**config.mk**
```make
export PLATFORM = sky130hd
export DESIGN_NAME = ccgrcg_bist_ctrl
export DESIGN_NICKNAME = d
export VERILOG_FILES = /design/src/rtl/ccgrcg_bist_pkg.sv /design/src/rtl/ccgrcg_lfsr.sv /design/src/rtl/ccgrcg_bist_ctrl.sv
export SDC_FILE = /design/constraint.sdc
export NUM_CORES = 1
export LEC_CHECK = 0
export BUFFER_PORTS_ARGS = -buffer_cell sky130_fd_sc_hd__buf_2
export CAP_MARGIN = 20
export CORE_MARGIN = 2
export CORE_UTILIZATION = 37
export DETAILED_ROUTE_END_ITERATION = 8
export SLEW_MARGIN = 20
export SYNTH_ARGS = -nofsm -noshare
export SYNTH_HDL_FRONTEND = slang
export SYNTH_SLANG_ARGS = --single-unit
```
**constraint.sdc**
```tcl
create_clock -name clk -period 5.7 [get_ports clk]
set_clock_uncertainty 0.1 [all_clocks]
set_input_delay 1.14 -clock clk [delete_from_list [all_inputs] [get_ports clk]]
set_output_delay 1.14 -clock clk [all_outputs]
set_load 0.005 [all_outputs]
```
**src/rtl/ccgrcg_bist_pkg.sv**
```systemverilog
// ccgrcg_bist_pkg
//   Shared definitions for the CCGRCG BIST controller:
//   - state_e          : controller FSM states
//   - DEF_* constants  : default widths and feedback masks for LFSR and MISR
//   - masked_parity()  : XOR-reduction of a value under a feedback mask
//   No ports (package).
package ccgrcg_bist_pkg;

  typedef enum logic [1:0] {
    ST_IDLE  = 2'd0,
    ST_RUN   = 2'd1,
    ST_DRAIN = 2'd2,
    ST_DONE  = 2'd3
  } state_e;

  localparam int DEF_IN_W  = 27;
  localparam int DEF_OUT_W = 21;
  localparam int DEF_CNT_W = 16;

  // x^27 + x^5 + x^2 + x + 1
  localparam logic [26:0] DEF_LFSR_TAPS = 27'h4000013;
  // x^21 + x^19 + 1
  localparam logic [20:0] DEF_MISR_TAPS = 21'h140000;

  // Operand width of masked_parity; callers zero-extend narrower registers.
  localparam int PAR_W = 32;

  function automatic logic masked_parity(input logic [PAR_W-1:0] value,
                                         input logic [PAR_W-1:0] mask);
    return ^(value & mask);
  endfunction

endpackage

```
**src/rtl/ccgrcg_lfsr.sv**
```systemverilog
// ccgrcg_lfsr
//   Seedable Fibonacci shift register. Shifts left; the new LSB is the parity
//   of the current state under TAPS. load has priority over en.
//   Ports:
//     clk       in   clock, rising edge
//     rst       in   asynchronous active-high reset (state = 1)
//     load      in   load load_val this cycle
//     load_val  in   W-bit value to load
//     en        in   advance one step this cycle
//     q         out  current register contents
module ccgrcg_lfsr
  import ccgrcg_bist_pkg::*;
#(
  parameter int           W    = DEF_IN_W,
  parameter logic [W-1:0] TAPS = DEF_LFSR_TAPS
) (
  input  logic         clk,
  input  logic         rst,
  input  logic         load,
  input  logic [W-1:0] load_val,
  input  logic         en,
  output logic [W-1:0] q
);

  logic [W-1:0] lfsr_q;
  logic [W-1:0] lfsr_d;
  logic         fb_s;

  always_comb begin
    fb_s   = masked_parity({{(PAR_W-W){1'b0}}, lfsr_q}, {{(PAR_W-W){1'b0}}, TAPS});
    lfsr_d = lfsr_q;
    if (load) begin
      lfsr_d = load_val;
    end else if (en) begin
      lfsr_d = {lfsr_q[W-2:0], fb_s};
    end else begin
      lfsr_d = lfsr_q;
    end
  end

  always_ff @(posedge clk or posedge rst) begin
    if (rst) begin
      lfsr_q <= {{(W-1){1'b0}}, 1'b1};
    end else begin
      lfsr_q <= lfsr_d;
    end
  end

  assign q = lfsr_q;

endmodule

```
**src/rtl/ccgrcg_bist_ctrl.sv**
```systemverilog
// ccgrcg_bist_ctrl
//   BIST controller around a combinational CCGRCG netlist: issues LFSR vectors
//   on dut_x, compacts dut_f into a MISR one cycle later, and compares the
//   final signature against a golden value.
//   Ports:
//     clk, rst     clock (rising) and asynchronous active-high reset
//     start        1-cycle pulse, accepted in IDLE or DONE
//     abort        return to IDLE from any state, dominates start
//     seed         LFSR seed (0 is replaced by 1), sampled on accepted start
//     num_vecs     vectors to apply, sampled on accepted start
//     golden_sig   expected signature, sampled on accepted start
//     dut_x        registered vector to the netlist inputs
//     dut_f        netlist outputs, combinational from dut_x
//     busy         high in RUN and DRAIN
//     done         high in DONE
//     pass         in DONE: signature equals latched golden value
//     signature    current MISR contents
//     vec_cnt      vectors applied so far
module ccgrcg_bist_ctrl
  import ccgrcg_bist_pkg::*;
#(
  parameter int               IN_W      = DEF_IN_W,
  parameter int               OUT_W     = DEF_OUT_W,
  parameter int               CNT_W     = DEF_CNT_W,
  parameter logic [IN_W-1:0]  LFSR_TAPS = DEF_LFSR_TAPS,
  parameter logic [OUT_W-1:0] MISR_TAPS = DEF_MISR_TAPS
) (
  input  logic             clk,
  input  logic             rst,
  input  logic             start,
  input  logic             abort,
  input  logic [IN_W-1:0]  seed,
  input  logic [CNT_W-1:0] num_vecs,
  input  logic [OUT_W-1:0] golden_sig,
  output logic [IN_W-1:0]  dut_x,
  input  logic [OUT_W-1:0] dut_f,
  output logic             busy,
  output logic             done,
  output logic             pass,
  output logic [OUT_W-1:0] signature,
  output logic [CNT_W-1:0] vec_cnt
);

  state_e           state_q, state_d;
  logic [IN_W-1:0]  dut_x_q, dut_x_d;
  logic [OUT_W-1:0] misr_q, misr_d;
  logic [CNT_W-1:0] vec_cnt_q, vec_cnt_d;
  logic [CNT_W-1:0] num_q, num_d;
  logic [OUT_W-1:0] golden_q, golden_d;
  logic             cap_vld_q, cap_vld_d;

  logic             start_acc_s;
  logic             last_issue_s;
  logic             lfsr_en_s;
  logic [IN_W-1:0]  lfsr_seed_s;
  logic [IN_W-1:0]  lfsr_s;
  logic             misr_fb_s;
  logic             busy_s, done_s, pass_s;

  assign start_acc_s  = start && !abort && ((state_q == ST_IDLE) || (state_q == ST_DONE));
  // num_q is never 0 while in RUN, so the subtraction cannot underflow here.
  assign last_issue_s = (vec_cnt_q == (num_q - {{(CNT_W-1){1'b0}}, 1'b1}));
  assign lfsr_en_s    = (state_q == ST_RUN) && !abort;
  assign lfsr_seed_s  = (seed == {IN_W{1'b0}}) ? {{(IN_W-1){1'b0}}, 1'b1} : seed;

  ccgrcg_lfsr #(
    .W    (IN_W),
    .TAPS (LFSR_TAPS)
  ) u_lfsr (
    .clk      (clk),
    .rst      (rst),
    .load     (start_acc_s),
    .load_val (lfsr_seed_s),
    .en       (lfsr_en_s),
    .q        (lfsr_s)
  );

  // FSM state register.
  always_ff @(posedge clk or posedge rst) begin
    if (rst) begin
      state_q <= ST_IDLE;
    end else begin
      state_q <= state_d;
    end
  end

  // FSM next-state logic.
  always_comb begin
    state_d = state_q;
    if (abort) begin
      state_d = ST_IDLE;
    end else begin
      case (state_q)
        ST_IDLE, ST_DONE: begin
          if (start) begin
            state_d = (num_vecs == {CNT_W{1'b0}}) ? ST_DONE : ST_RUN;
          end else begin
            state_d = state_q;
          end
        end
        ST_RUN: begin
          if (last_issue_s) begin
            state_d = ST_DRAIN;
          end else begin
            state_d = ST_RUN;
          end
        end
        ST_DRAIN: state_d = ST_DONE;
        default:  state_d = ST_IDLE;
      endcase
    end
  end

  // FSM output decode.
  always_comb begin
    busy_s = 1'b0;
    done_s = 1'b0;
    case (state_q)
      ST_RUN, ST_DRAIN: busy_s = 1'b1;
      ST_DONE:          done_s = 1'b1;
      default: begin
        busy_s = 1'b0;
        done_s = 1'b0;
      end
    endcase
    pass_s = done_s && (misr_q == golden_q);
  end

  // Datapath next values: vector issue, response capture, run bookkeeping.
  always_comb begin
    misr_fb_s = masked_parity({{(PAR_W-OUT_W){1'b0}}, misr_q},
                              {{(PAR_W-OUT_W){1'b0}}, MISR_TAPS});
    dut_x_d   = dut_x_q;
    misr_d    = misr_q;
    vec_cnt_d = vec_cnt_q;
    num_d     = num_q;
    golden_d  = golden_q;
    cap_vld_d = 1'b0;
    if (abort) begin
      // misr and vec_cnt are left as they were for post-mortem inspection.
      cap_vld_d = 1'b0;
    end else begin
      // cap_vld_q marks that dut_x was updated on the previous edge, so dut_f
      // now reflects the vector issued one cycle ago.
      if (cap_vld_q) begin
        misr_d = {misr_q[OUT_W-2:0], misr_fb_s} ^ dut_f;
      end else begin
        misr_d = misr_q;
      end
      if (start_acc_s) begin
        misr_d    = {OUT_W{1'b0}};
        vec_cnt_d = {CNT_W{1'b0}};
        num_d     = num_vecs;
        golden_d  = golden_sig;
        cap_vld_d = 1'b0;
      end else if (state_q == ST_RUN) begin
        dut_x_d   = lfsr_s;
        vec_cnt_d = vec_cnt_q + {{(CNT_W-1){1'b0}}, 1'b1};
        cap_vld_d = 1'b1;
      end else begin
        cap_vld_d = 1'b0;
      end
    end
  end

  // Datapath registers.
  always_ff @(posedge clk or posedge rst) begin
    if (rst) begin
      dut_x_q   <= {IN_W{1'b0}};
      misr_q    <= {OUT_W{1'b0}};
      vec_cnt_q <= {CNT_W{1'b0}};
      num_q     <= {CNT_W{1'b0}};
      golden_q  <= {OUT_W{1'b0}};
      cap_vld_q <= 1'b0;
    end else begin
      dut_x_q   <= dut_x_d;
      misr_q    <= misr_d;
      vec_cnt_q <= vec_cnt_d;
      num_q     <= num_d;
      golden_q  <= golden_d;
      cap_vld_q <= cap_vld_d;
    end
  end

  assign dut_x     = dut_x_q;
  assign busy      = busy_s;
  assign done      = done_s;
  assign pass      = pass_s;
  assign signature = misr_q;
  assign vec_cnt   = vec_cnt_q;

endmodule

```
# [Word-level counts from Yosys, hierarchy flattened]
# Cells that the tools add are included.
[op_classes] n_bitwise=3 muxes=17 n_reduce_logical=20 n_addsub=2 eq_ne=6
[ops] cell="two-way mux 27 bit" n=3
[ops] cell="parity 32 bit" n=2
[ops] cell="two-way mux 21 bit" n=2
[ops] cell="two-way mux 16 bit" n=2
[ops] cell="zero test 27 bit" n=1
[ops] cell="equality test 21 bit" n=1
[ops] cell="bitwise XOR 21 bit" n=1
[ops] cell="adder 16 x 1 -> 16 bit (second input constant)" n=1
[ops] cell="equality test 16 bit" n=1
[ops] cell="zero test 16 bit" n=1
[ops] cell="subtractor 16 x 1 -> 16 bit (second input constant)" n=1
[ops] cell="two-way mux 2 bit" n=4
[ops] cell="case mux 2 bit (3 select lines)" n=1
[ops] cell="AND reduction 2 bit" n=3
[ops] cell="nonzero test 2 bit" n=3
[ops] cell="two-way mux 1 bit" n=5
[ops] cell="equality test 2 bit (second input constant)" n=2
[ops] cell="logical AND 1 bit" n=4
[ops] cell="OR reduction 2 bit" n=2
[ops] cell="!= test 3 bit (second input constant)" n=1
[ops] cell="AND reduction 3 bit" n=1
[ops] cell="equality test 2 x 1 -> 1 bit (second input constant)" n=1
[ops] cell="zero test 2 bit" n=1
[ops] cell="NOT 1 bit" n=2
[ops] cell="other kinds (2)" n=2
[word_totals] input_bits=89 reg_bits=131 wordCells=56 output_inout_bits=67

# [Logic depth before layout (Yosys ltp)]
# Gate-level depths: netlist of run 1.
[logic_depth] depth_word=5 depth_mapped=9 depth_no_buf=8

# [Modules after synthesis]
# A second synthesis of run 1 with hierarchy kept.
[unflattened] cells_unflattened=601 area_unflattened_um2=6555.0
[modules_own_cells] mod="ccgrcg_bist_ctrl" n_inst=1 cells_per_inst=476 seq_area_each_um2=2602.5 area_each_um2=5253.8
[modules_own_cells] mod="ccgrcg_lfsr" n_inst=1 cells_per_inst=125 seq_area_each_um2=676.9 area_each_um2=1301.2

# [Least setup slack after synthesis of run 1]
# OpenSTA, ideal clock, no wires.
[synth_path] kind="input -> register" from="in abort" to="reg dut_x_q[0] (netlist: dut_x[0])" stages=6 arrival_time_ps=2549 required_time_ps=5475 path_slack_ps=2926 path_buffers=3 path_cell_list="clkbuf_1 -> or2_2 -> clkbuf_1 -> nand2_1 -> buf_2 -> mux2_2"
[synth_between] elab_chain_len=5 word_cells_on_any_way=6
[synth_lines] item="from (decl)" line_no="ccgrcg_bist_ctrl.sv:31" source="input logic abort,"
[synth_lines] item="zero test 1 bit" line_no="ccgrcg_bist_ctrl.sv:60" source="assign start_acc_s = start && !abort && ((state_q == ST_IDLE) || (state_q == ST_DONE));"
[synth_lines] item="logical AND 1 bit (2 in series)" line_no="ccgrcg_bist_ctrl.sv:60"
[synth_lines] item="NOT 1 bit (no source line)"
[synth_lines] item="AND reduction 3 bit (no source line) *"
[synth_lines] item="to (signal assigned)" line_no="ccgrcg_bist_ctrl.sv:169" source="dut_x_q <= {IN_W{1'b0}};"
[synth_lines] item="to (signal assigned)" line_no="ccgrcg_bist_ctrl.sv:176" source="dut_x_q <= dut_x_d;"
[synth_lines] item="to (decl)" line_no="ccgrcg_bist_ctrl.sv:45" source="logic [IN_W-1:0] dut_x_q, dut_x_d;"
# Every way passes the cells marked *; elsewhere a longest branch is shown, timed or not.
# A chain may end at the register's enable or synchronous reset.

# [Worst setup path in the final report of run 1]
[layout_path] from="reg misr_q[16] (netlist: signature[16])" to="out pass"
[layout_between] elab_chain_len=2
[layout_lines] item="from (decl)" line_no="ccgrcg_bist_ctrl.sv:46" source="logic [OUT_W-1:0] misr_q, misr_d;"
[layout_lines] item="from (signal assigned)" line_no="ccgrcg_bist_ctrl.sv:170" source="misr_q <= {OUT_W{1'b0}};"
[layout_lines] item="from (signal assigned)" line_no="ccgrcg_bist_ctrl.sv:177" source="misr_q <= misr_d;"
[layout_lines] item="equality test 21 bit" line_no="ccgrcg_bist_ctrl.sv:126" source="pass_s = done_s && (misr_q == golden_q);"
[layout_lines] item="logical AND 1 bit" line_no="ccgrcg_bist_ctrl.sv:126"
[layout_lines] item="to (decl)" line_no="ccgrcg_bist_ctrl.sv:39" source="output logic pass,"
# No other way between the ends.

==> results of run 1 <==
[power by group]
part           internal, uW  switching (uW)
clock network           609             399
registers              1350             403
logic                   732             755
[worst max-delay path, delay by kind of cell, from the launching register on]
family	cells	cell delay (ns)
AND/OR/NAND/NOR	3	0.81
flip-flops	1	0.43
XOR/XNOR	1	0.20
buffers and inverters	1	0.13
[state kept, by name, indices dropped and copies added (netlist names)]
register,flops
signature,21
num_q,16
state_q,2
cap_vld_q,1
dut_x,27
golden_q,21
vec_cnt,16
u_lfsr.q,27
[logic make-up (layout without fill, tap and decap cells)]
kind of cell / Yosys count / after routing / synth area share, %
simple gates: 310 / 310 / 21.0
flops: 131 / 131 / 51.0
xor+xnor: 79 / 79 / 10.8
compound gates: 78 / 78 / 8.28
buf+inv: 45 / 202 / 2.80
mux: 29 / 29 / 5.05
fa+ha+maj: 6 / 6 / 1.17
[synth_stat cells, drive strengths merged (7+ instances only)]
cell,count,share of area [%]
xnor2,40,5.4
nor3,8,0.70
a31oi,30,2.9
nor2,76,4.4
nand2,168,9.8
inv,8,0.47
mux2,28,4.9
nand4,8,0.78
nor4,14,1.5
xor2,39,5.3
a21oi,9,0.70
dfrtp,130,51
a211oi,21,2.4
o21ai,7,0.54
clkbuf,31,1.8
nand3,7,0.54
[cell type report]
type / count / area, um2 / share of cell area [%]
inverter: 8 / 35.0 / 0.440
tap: 225 / 282 / 3.54
clock inverter: 9 / 82.6 / 1.04
sequential: 131 / 3280 / 41.2
multi-input combinational: 502 / 2990 / 37.6
clock buffer: 23 / 458 / 5.76
timing repair buffer: 162 / 828 / 10.4
[how the worst max path moves through the flow]
stage	to	slack, ns	depth (start not counted)
after floorplan	cap_vld_q	0.96	1
after global placement	golden_q[6]	2.79	6
after detailed placement	golden_q[16]	2.76	6
after CTS	pass	2.53	5
after global routing	pass	2.41	5
final	pass	2.49	5
[per-layer routing]
layer / wire (um) / global-route usage, % / vias up / part of all wire, %
li1: - / - / 2577 / -
met1: 7740 / 24.7 / 2539 / 47
met2: 7740 / 28.2 / 138 / 47
met3: 628 / 4.40 / 23 / 3.8
met4: 276 / 5.90 / 0 / 1.7
met5: 0 / 0 / - / 0
[through the flow]
step | std cells | cell area [um2]
after floorplan | 678 | 6440
after global placement | 1028 | 7410
after detailed placement | 1028 | 7410
after CTS | 1060 | 7950
after global routing | 1060 | 7950
final | 1060 | 7950
==> reports/results.ini, run 1 <==
[finish]
area_growth_pct=23.6
mostFrequentLayoutCell=nand2_1
nNetsFinal=917
final_cell_mix=168 x nand2_1, 155 x buf_2, 130 x dfrtp_1
final.fill_count=1721
antennaDiodeCount=0
utilization_pct=46.3
drive_gt1_share_pct=27.5

[global_routing]
grt_max_degree=96
grt_pass1_wl_um=25900
grt_overflow=0
grt_pass1_vias=5014
antenna_found_initial=0
track_usage_pct=18.1

[detailed_routing]
vias=5277
viasPerCell=4.98
drtAntennaViolNets=0
drc=0
wl_per_cell_um=15.5
wl_um=16400
firstDrtPassIters=4
drt_iter0_drc=313

[setup_path]
crit_type=flip-flop to output pin
timing.rr.start=state_q[0]
path_cells=xor2_1, nor4_1, nand4_1, nor2_1, buf_2
max_stage_delay_ns=0.51
cp.arrival_ns=1.97
regToRegEndpoint=golden_q[4]
cp-startpoint=signature[16]
worst-r2r-cell-count=7
path_max_fanout=4
rrSetupSlack_ns=3.14
cp-end-kind=output pin
worst_setup_path_start_kind=flip-flop
required_ns=4.46
slowest_stage=nor4_1

[clocking]
clk_latency_ns=0.41
ctsResizeCount=0
htreeDepth=4
clockBufferDepth=2
cts.sinks=131
cts.clk_slew.worst_paths_ns=0.06
cts_root_buffer=clkbuf_16
cts_buffers=17
cts_tree=built
cts_setup_buffers=0
ctsHoldBuffers=0

[synth]
yosys_most_used_dff=dfrtp_1
synthCells=678
netlist_area_um2=6440
synth_edf_count=0
postSynthAreaPerCell_um2=9.49
ys_seq_elements=131
synth_warnings=0
ys_types=47
synth_nets=773
async_reset_ff_share_pct=100
synth.yosys.seq_area_share_pct=51.0

[timing]
setup_tns_ns=0
slew-limit-headroom_pct=40.1
fin_crit_ns=3.21
layout_setup_ws_ns=2.49
finalSetupViolCount=0
fin_crit_sh_pct=56.4
max_slew.worst_pin.slew_ns=0.899
slew_viol_final=0
hold_violations=0
holdWs_ns=0.391
rsz0062_at_grt=false
fmax_mhz=311

[hold_path]
min_path_type=flip-flop to flip-flop
min_path_cells=2
min_from=golden_q[1]
hold_path_end=golden_q[1]

[die]
die-area_um2=18500
initial_core_util_pct=37.5
coreArea_um2=17200
die_w_um=136
io_pins=156
die_h_um=136
rows=48

[job]
cap_viol_max_count=0

[power]
total_power_uw=4250
powerDensity_nw_per_um2=534
p_leak_uw=0.00382
peakVddDrop_v=0.000247

[placement]
routabilityCongestion=0.786
portBuffers=155
dp_slack_ns=2.76
dp_hpwl_um=11300

[run_status]
status=completed

Note: power is estimated with default switching activity, not from simulation.
==> run 2, diff against run 1 <==
==> constraint.sdc (replaced) <==
create_clock -name clk -period 3 [get_ports clk]
set_clock_uncertainty 0.1 [all_clocks]
set_input_delay 0.6 -clock clk [delete_from_list [all_inputs] [get_ports clk]]
set_output_delay 0.6 -clock clk [all_outputs]
set_load 0.005 [all_outputs]
==> run 2 against run 1 <==
Effect of this change: count of clock-buffer cells in the layout increased by 2; sequential share of layout area decreased by 0.69 points; combinational power increased by 91%; cell area increased by 1.7%; sequential power increased by 90%; final cell count increased by 0.38%; flip-flop and latch count unchanged; core utilization increased by 0.79 points; power increased by 97%; largest power group unchanged; setup slack got worse by 2.1 ns.
==> reports/results.ini, run 2 (synthesis gave the netlist of run 1 again) <==
[finish]
final.fill_count=1712
utilization_pct=47.1
mostFrequentLayoutCell=nand2_1
final_cell_mix=168 x nand2_1, 155 x buf_2, 130 x dfrtp_1
ff_latch_area_um2=3280
antennaDiodeCount=0
multiInputGateArea_um2=2990
drive_gt1_share_pct=28.2
nNetsFinal=921
area_growth_pct=25.7

[job]
cap_viol_max_count=0

[setup_path]
crit_type=flip-flop to output pin
worst_setup_path_start_kind=flip-flop
rrSetupSlack_ns=0.61
cp.arrival_ns=1.89
path_max_fanout=4
cp-end-kind=output pin
required_ns=2.30

[power]
total_power_uw=8380
p_leak_uw=0.00389
powerDensity_nw_per_um2=1040
peakVddDrop_v=0.000496

[die]
die-area_um2=18500
die_w_um=136
initial_core_util_pct=37.5
die_h_um=136
io_pins=156
coreArea_um2=17200
rows=48

[detailed_routing]
drt_iter0_drc=265
viasPerCell=4.90
vias=5214
drc=0
drtAntennaViolNets=0
firstDrtPassIters=4
wl_per_cell_um=15.4
wl_um=16300

[timing]
finalSetupViolCount=0
max_slew.worst_pin.slew_ns=0.925
fin_crit_sh_pct=86.2
holdWs_ns=0.137
setup_tns_ns=0
layout_setup_ws_ns=0.414
rsz0062_at_grt=false
slew_viol_final=0
slew-limit-headroom_pct=38.3
fmax_mhz=387
fin_crit_ns=2.59
hold_violations=0

[placement]
dp_slack_ns=0.617
routabilityCongestion=0.844
dp_hpwl_um=11400
portBuffers=155

[clocking]
cts_setup_buffers=0
htreeDepth=4
cts.clk_slew.worst_paths_ns=0.06
clockBufferDepth=2
cts_buffers=17
clk_latency_ns=0.41
ctsResizeCount=0
cts.sinks=131
cts_root_buffer=clkbuf_16
ctsHoldBuffers=0
cts_tree=built

[global_routing]
grt_max_degree=88
grt_pass1_vias=4908
track_usage_pct=18.0
antenna_found_initial=0
grt_pass1_wl_um=25700
grt_overflow=0

[run_status]
status=completed

[hold_path]
min_path_type=input pin to asynchronous set/reset pin

-- run 2: changes by cell type in the layout (fill, tap and decap cells not counted), moves of 2 or more --
| cell | delta |
|---|---|
| clkbuf_8 | +5 |
| buf_4 | +3 |
| clkbuf_1 | -3 |
| clkinv_2 | -3 |
| bufinv_16 | +2 |
-- run 2: cell type report --
type / count / share of cell area (%)
Sequential cell: 131 / 40.5
Inverter: 8 / 0.418
Timing Repair Buffer: 166 / 10.8
Clock buffer: 25 / 6.37
Clock inverter: 7 / 1.47
Multi-Input combinational cell: 502 / 37.0
Tap cell: 225 / 3.48
-- run 2: path summary, 6_finish.rpt --
path	startpoint	end	cells past startpoint
max in group asynchronous	rst	golden_q[1]	3
worst min register to register	golden_q[8]	golden_q[8]	2
worst min-delay path	rst	vec_cnt[2]	2
worst max register to register	state_q[0]	u_lfsr.q[9]	7
worst max-delay path	signature[16]	pass	5
min in group clk	golden_sig[7]	golden_q[7]	3
-- run 2: per-layer routing --
metal	routed length, um	share of wire (%)	global-route usage (%)	up-vias
li1	-	-	-	2577
met1	7580	46	24.7	2493
met2	7770	48	28.1	128
met3	774	4.7	4.29	16
met4	216	1.3	5.67	0
met5	0	0	0	-
-- run 2: metrics by stage --
stage          cells  area [um2]
2_1_floorplan    678        6440
3_3_place_gp    1032        7450
3_5_place_dp    1032        7450
4_1_cts         1064        8090
5_1_grt         1064        8090
6_report        1064        8090
-- run 2: critical path, stage by stage, from the launching register on --
cell,delay (ns)
dfrtp_1,0.42
xor2_1,0.20
nor4_1,0.43
nand4_1,0.14
nor2_1,0.15
buf_2,0.13
-- run 2: power by group --
part	total, uW	internal [uW]	switching, uW
Combinational	2850	1400	1440
Sequential	3330	2570	759
Clock	2210	1440	766
==> run 3, diff against run 2 <==
--- a/config.mk
+++ b/config.mk
@@ -5,11 +5,13 @@
 export SDC_FILE = /design/constraint.sdc
 export NUM_CORES = 1
 export LEC_CHECK = 0
+export ABC_AREA = 1
 export BUFFER_PORTS_ARGS = -buffer_cell sky130_fd_sc_hd__buf_2
 export CAP_MARGIN = 20
 export CORE_MARGIN = 2
 export CORE_UTILIZATION = 37
 export DETAILED_ROUTE_END_ITERATION = 8
+export MAX_ROUTING_LAYER = met4
 export SLEW_MARGIN = 20
 export SYNTH_ARGS = -nofsm -noshare
 export SYNTH_HDL_FRONTEND = slang
==> run 3 against run 2 <==
Effect of this change: count of clock-buffer cells in the layout fell by 8; critical path depth is 1 higher; worst hold slack better by 0.092 ns; setup slack got worse by 0.11 ns; die area is 5.0% higher; via count grew 20%; register-to-register slack gained 0.14 ns; sequential share of layout area fell by 1.6 points; non-clock buffer count fell by 2; flip-flop and latch count is the same; critical endpoint unchanged; largest power group is now combinational logic.
==> reports/results.ini, run 3 <==
[global_routing]
antenna_found_initial=0
grt_pass1_vias=5887
grt_overflow=0
grt_max_degree=90
grt_pass1_wl_um=30200
track_usage_pct=20.1

[power]
p_leak_uw=0.00423
switching_share_pct=41.7
total_power_uw=8510
share_comb_of_total_power_pct=38.3
internal_power_uw=4970
pwr-share-seq_pct=36.9
p_switching_uw=3550
peakVddDrop_v=0.000613
p_clk_share_pct=24.8
powerDensity_nw_per_um2=1010

[clocking]
ctsResizeCount=0
ctsHoldBuffers=0
clockBufferDepth=2
cts_setup_buffers=0
clk_latency_ns=0.43
cts_buffers=17
cts.clk_slew.worst_paths_ns=0.07
cts_tree=built
cts_root_buffer=clkbuf_16
cts.sinks=131
htreeDepth=4

[setup_path]
slowest_stage=dfrtp_1
path_buf_inv=1
path_cells=ha_1, o21ai_0, a221oi_1, nand2_1, nor4_1, buf_2
cp-startpoint=state_q[0]
worst_setup_path_start_kind=flip-flop
max_stage_delay_ns=0.42
cp-end-kind=output pin
timing.rr.start=state_q[0]
path_depth=6
crit_type=flip-flop to output pin
worst-r2r-cell-count=9
regToRegEndpoint=u_lfsr.q[21]
cp.arrival_ns=2.00
rrSetupSlack_ns=0.75
required_ns=2.30
critPathTopFamily=flip-flops
path_max_fanout=5
worstSetupEndpoint=pass

[die]
initial_core_util_pct=37.7
coreArea_um2=18000
die_w_um=139
rows=49
die_h_um=139
io_pins=156
die-area_um2=19400

[synth]
synth.most_common_cell=nand2_1
synth.yosys.seq_area_share_pct=48.5
yosys_most_used_dff=dfrtp_1
synth_edf_count=0
yosys.area.top_type_share_pct=48.1
ys_top_cells_by_count=205 x nand2_1, 179 x nor2_1, 130 x dfrtp_1
postSynthAreaPerCell_um2=7.78
ys_top_cells_by_area=dfrtp_1 48%, nand2_1 11%, nor2_1 9.9%
async_reset_ff_share_pct=100
netlist_area_um2=6770
synthCells=870
synth_warnings=0
synth_nets=965
ys_types=38
synth_top_area_cell=dfrtp_1
ys_seq_elements=131

[timing]
slew_viol_final=0
fmax_mhz=371
rsz0062_at_grt=false
setup_tns_ns=0
finalSetupViolCount=0
fin_crit_sh_pct=89.9
hold_violations=0
holdWs_ns=0.228
fin_crit_ns=2.70
max_slew.worst_pin.slew_ns=0.864
slew-limit-headroom_pct=42.3

[finish]
drive_gt1_share_pct=21.5
mostFrequentLayoutCell=nand2_1
final_cell_mix=205 x nand2_1, 179 x nor2_1, 155 x buf_2
nNetsFinal=1120
final_cell_count_no_fill=1267
final.fill_count=1852
area_growth_pct=24.5
antennaDiodeCount=0

[hold_path]
min_path_type=input pin to asynchronous set/reset pin

[run_status]
status=completed

[placement]
routabilityCongestion=0.861
portBuffers=155
place_inst=1235
dp_hpwl_um=13700

[detailed_routing]
drt_iter0_drc=292
wl_per_cell_um=14.8
firstDrtPassIters=5
vias=6273
wl_um=18700
drc=0
drtAntennaViolNets=0
viasPerCell=4.95

[job]
cap_viol_max_count=0

## run 3: cell count changes after synthesis, sizes merged, moves of 28 or more
cell   before  now
nand2     168  210
a31oi      30    0
mux2       28    0
inv         8   95
nor2       76  188
o21ai       7   39
## run 3: cells by family (layout without fill, tap and decap cells)
group / Yosys count / after routing / synth area share [%]
AND/OR/NAND/NOR: 485 / 485 / 30.6
flip-flops: 131 / 131 / 48.5
buffers and inverters: 123 / 291 / 7.25
AO/OA/AOI/OAI: 99 / 99 / 9.26
XOR/XNOR: 26 / 26 / 3.36
adder cells (fa/ha/maj): 6 / 6 / 1.11
## run 3: layout make-up
cell class | instances | area, um2 | share of cell area (%)
repair buffers | 164 | 893 | 10.6
inverters | 95 | 360 | 4.28
clock buffers | 17 | 425 | 5.05
clock inverters | 15 | 183 | 2.17
flip-flops and latches | 131 | 3280 | 38.9
multi-input cells | 616 | 3000 | 35.6
well taps | 229 | 287 | 3.40
## run 3: per-layer routing
layer / GRT usage [%] / wire (um)
met2: 32.6 / 9210
met3: 4.06 / 776
met1: 25.5 / 8410
met4: 6.17 / 337
met5: - / 0
## run 3: worst register-to-register path, delay by kind of cell (launching register included)
family	cells	cell delay, ns
flip-flops	1	0.42
AND/OR/NAND/NOR	3	0.48
buffers and inverters	4	0.67
adder cells (fa/ha/maj)	1	0.30
AO/OA/AOI/OAI	1	0.19
## run 3: how the worst min path moves through the flow
stage                             end  slack, ns  cells past startpoint          start
after floorplan             dut_x[25]       0.36                      2   u_lfsr.q[25]
after global placement      dut_x[24]       0.36                      2      dut_x[24]
after detailed placement    dut_x[25]       0.36                      2      dut_x[25]
after CTS                    dut_x[7]       0.25                      2            rst
after global routing      golden_q[8]       0.27                      3  golden_sig[8]
final                        dut_x[7]       0.23                      2            rst
## run 3: power by group through the flow
stage | clock, uW | combinational [uW] | sequential (uW)
after floorplan | 0 | 2270 | 3050
after global placement | 0 | 3250 | 3160
after detailed placement | 0 | 3280 | 3160
after CTS | 2150 | 3300 | 3140
after global routing | 2230 | 3730 | 3250
final | 2110 | 3260 | 3140
## run 3: per-stage QoR
stage / worst slack [ns] / cell area [um2] / util (%)
floorplan: 0.678 / 6770 / -
global placement: 0.741 / 7820 / 43.5
detailed placement: 0.728 / 7820 / 43.5
CTS: 0.260 / 8430 / 46.9
global route: 0.0931 / 8430 / 46.9
finish: 0.303 / 8430 / 46.9
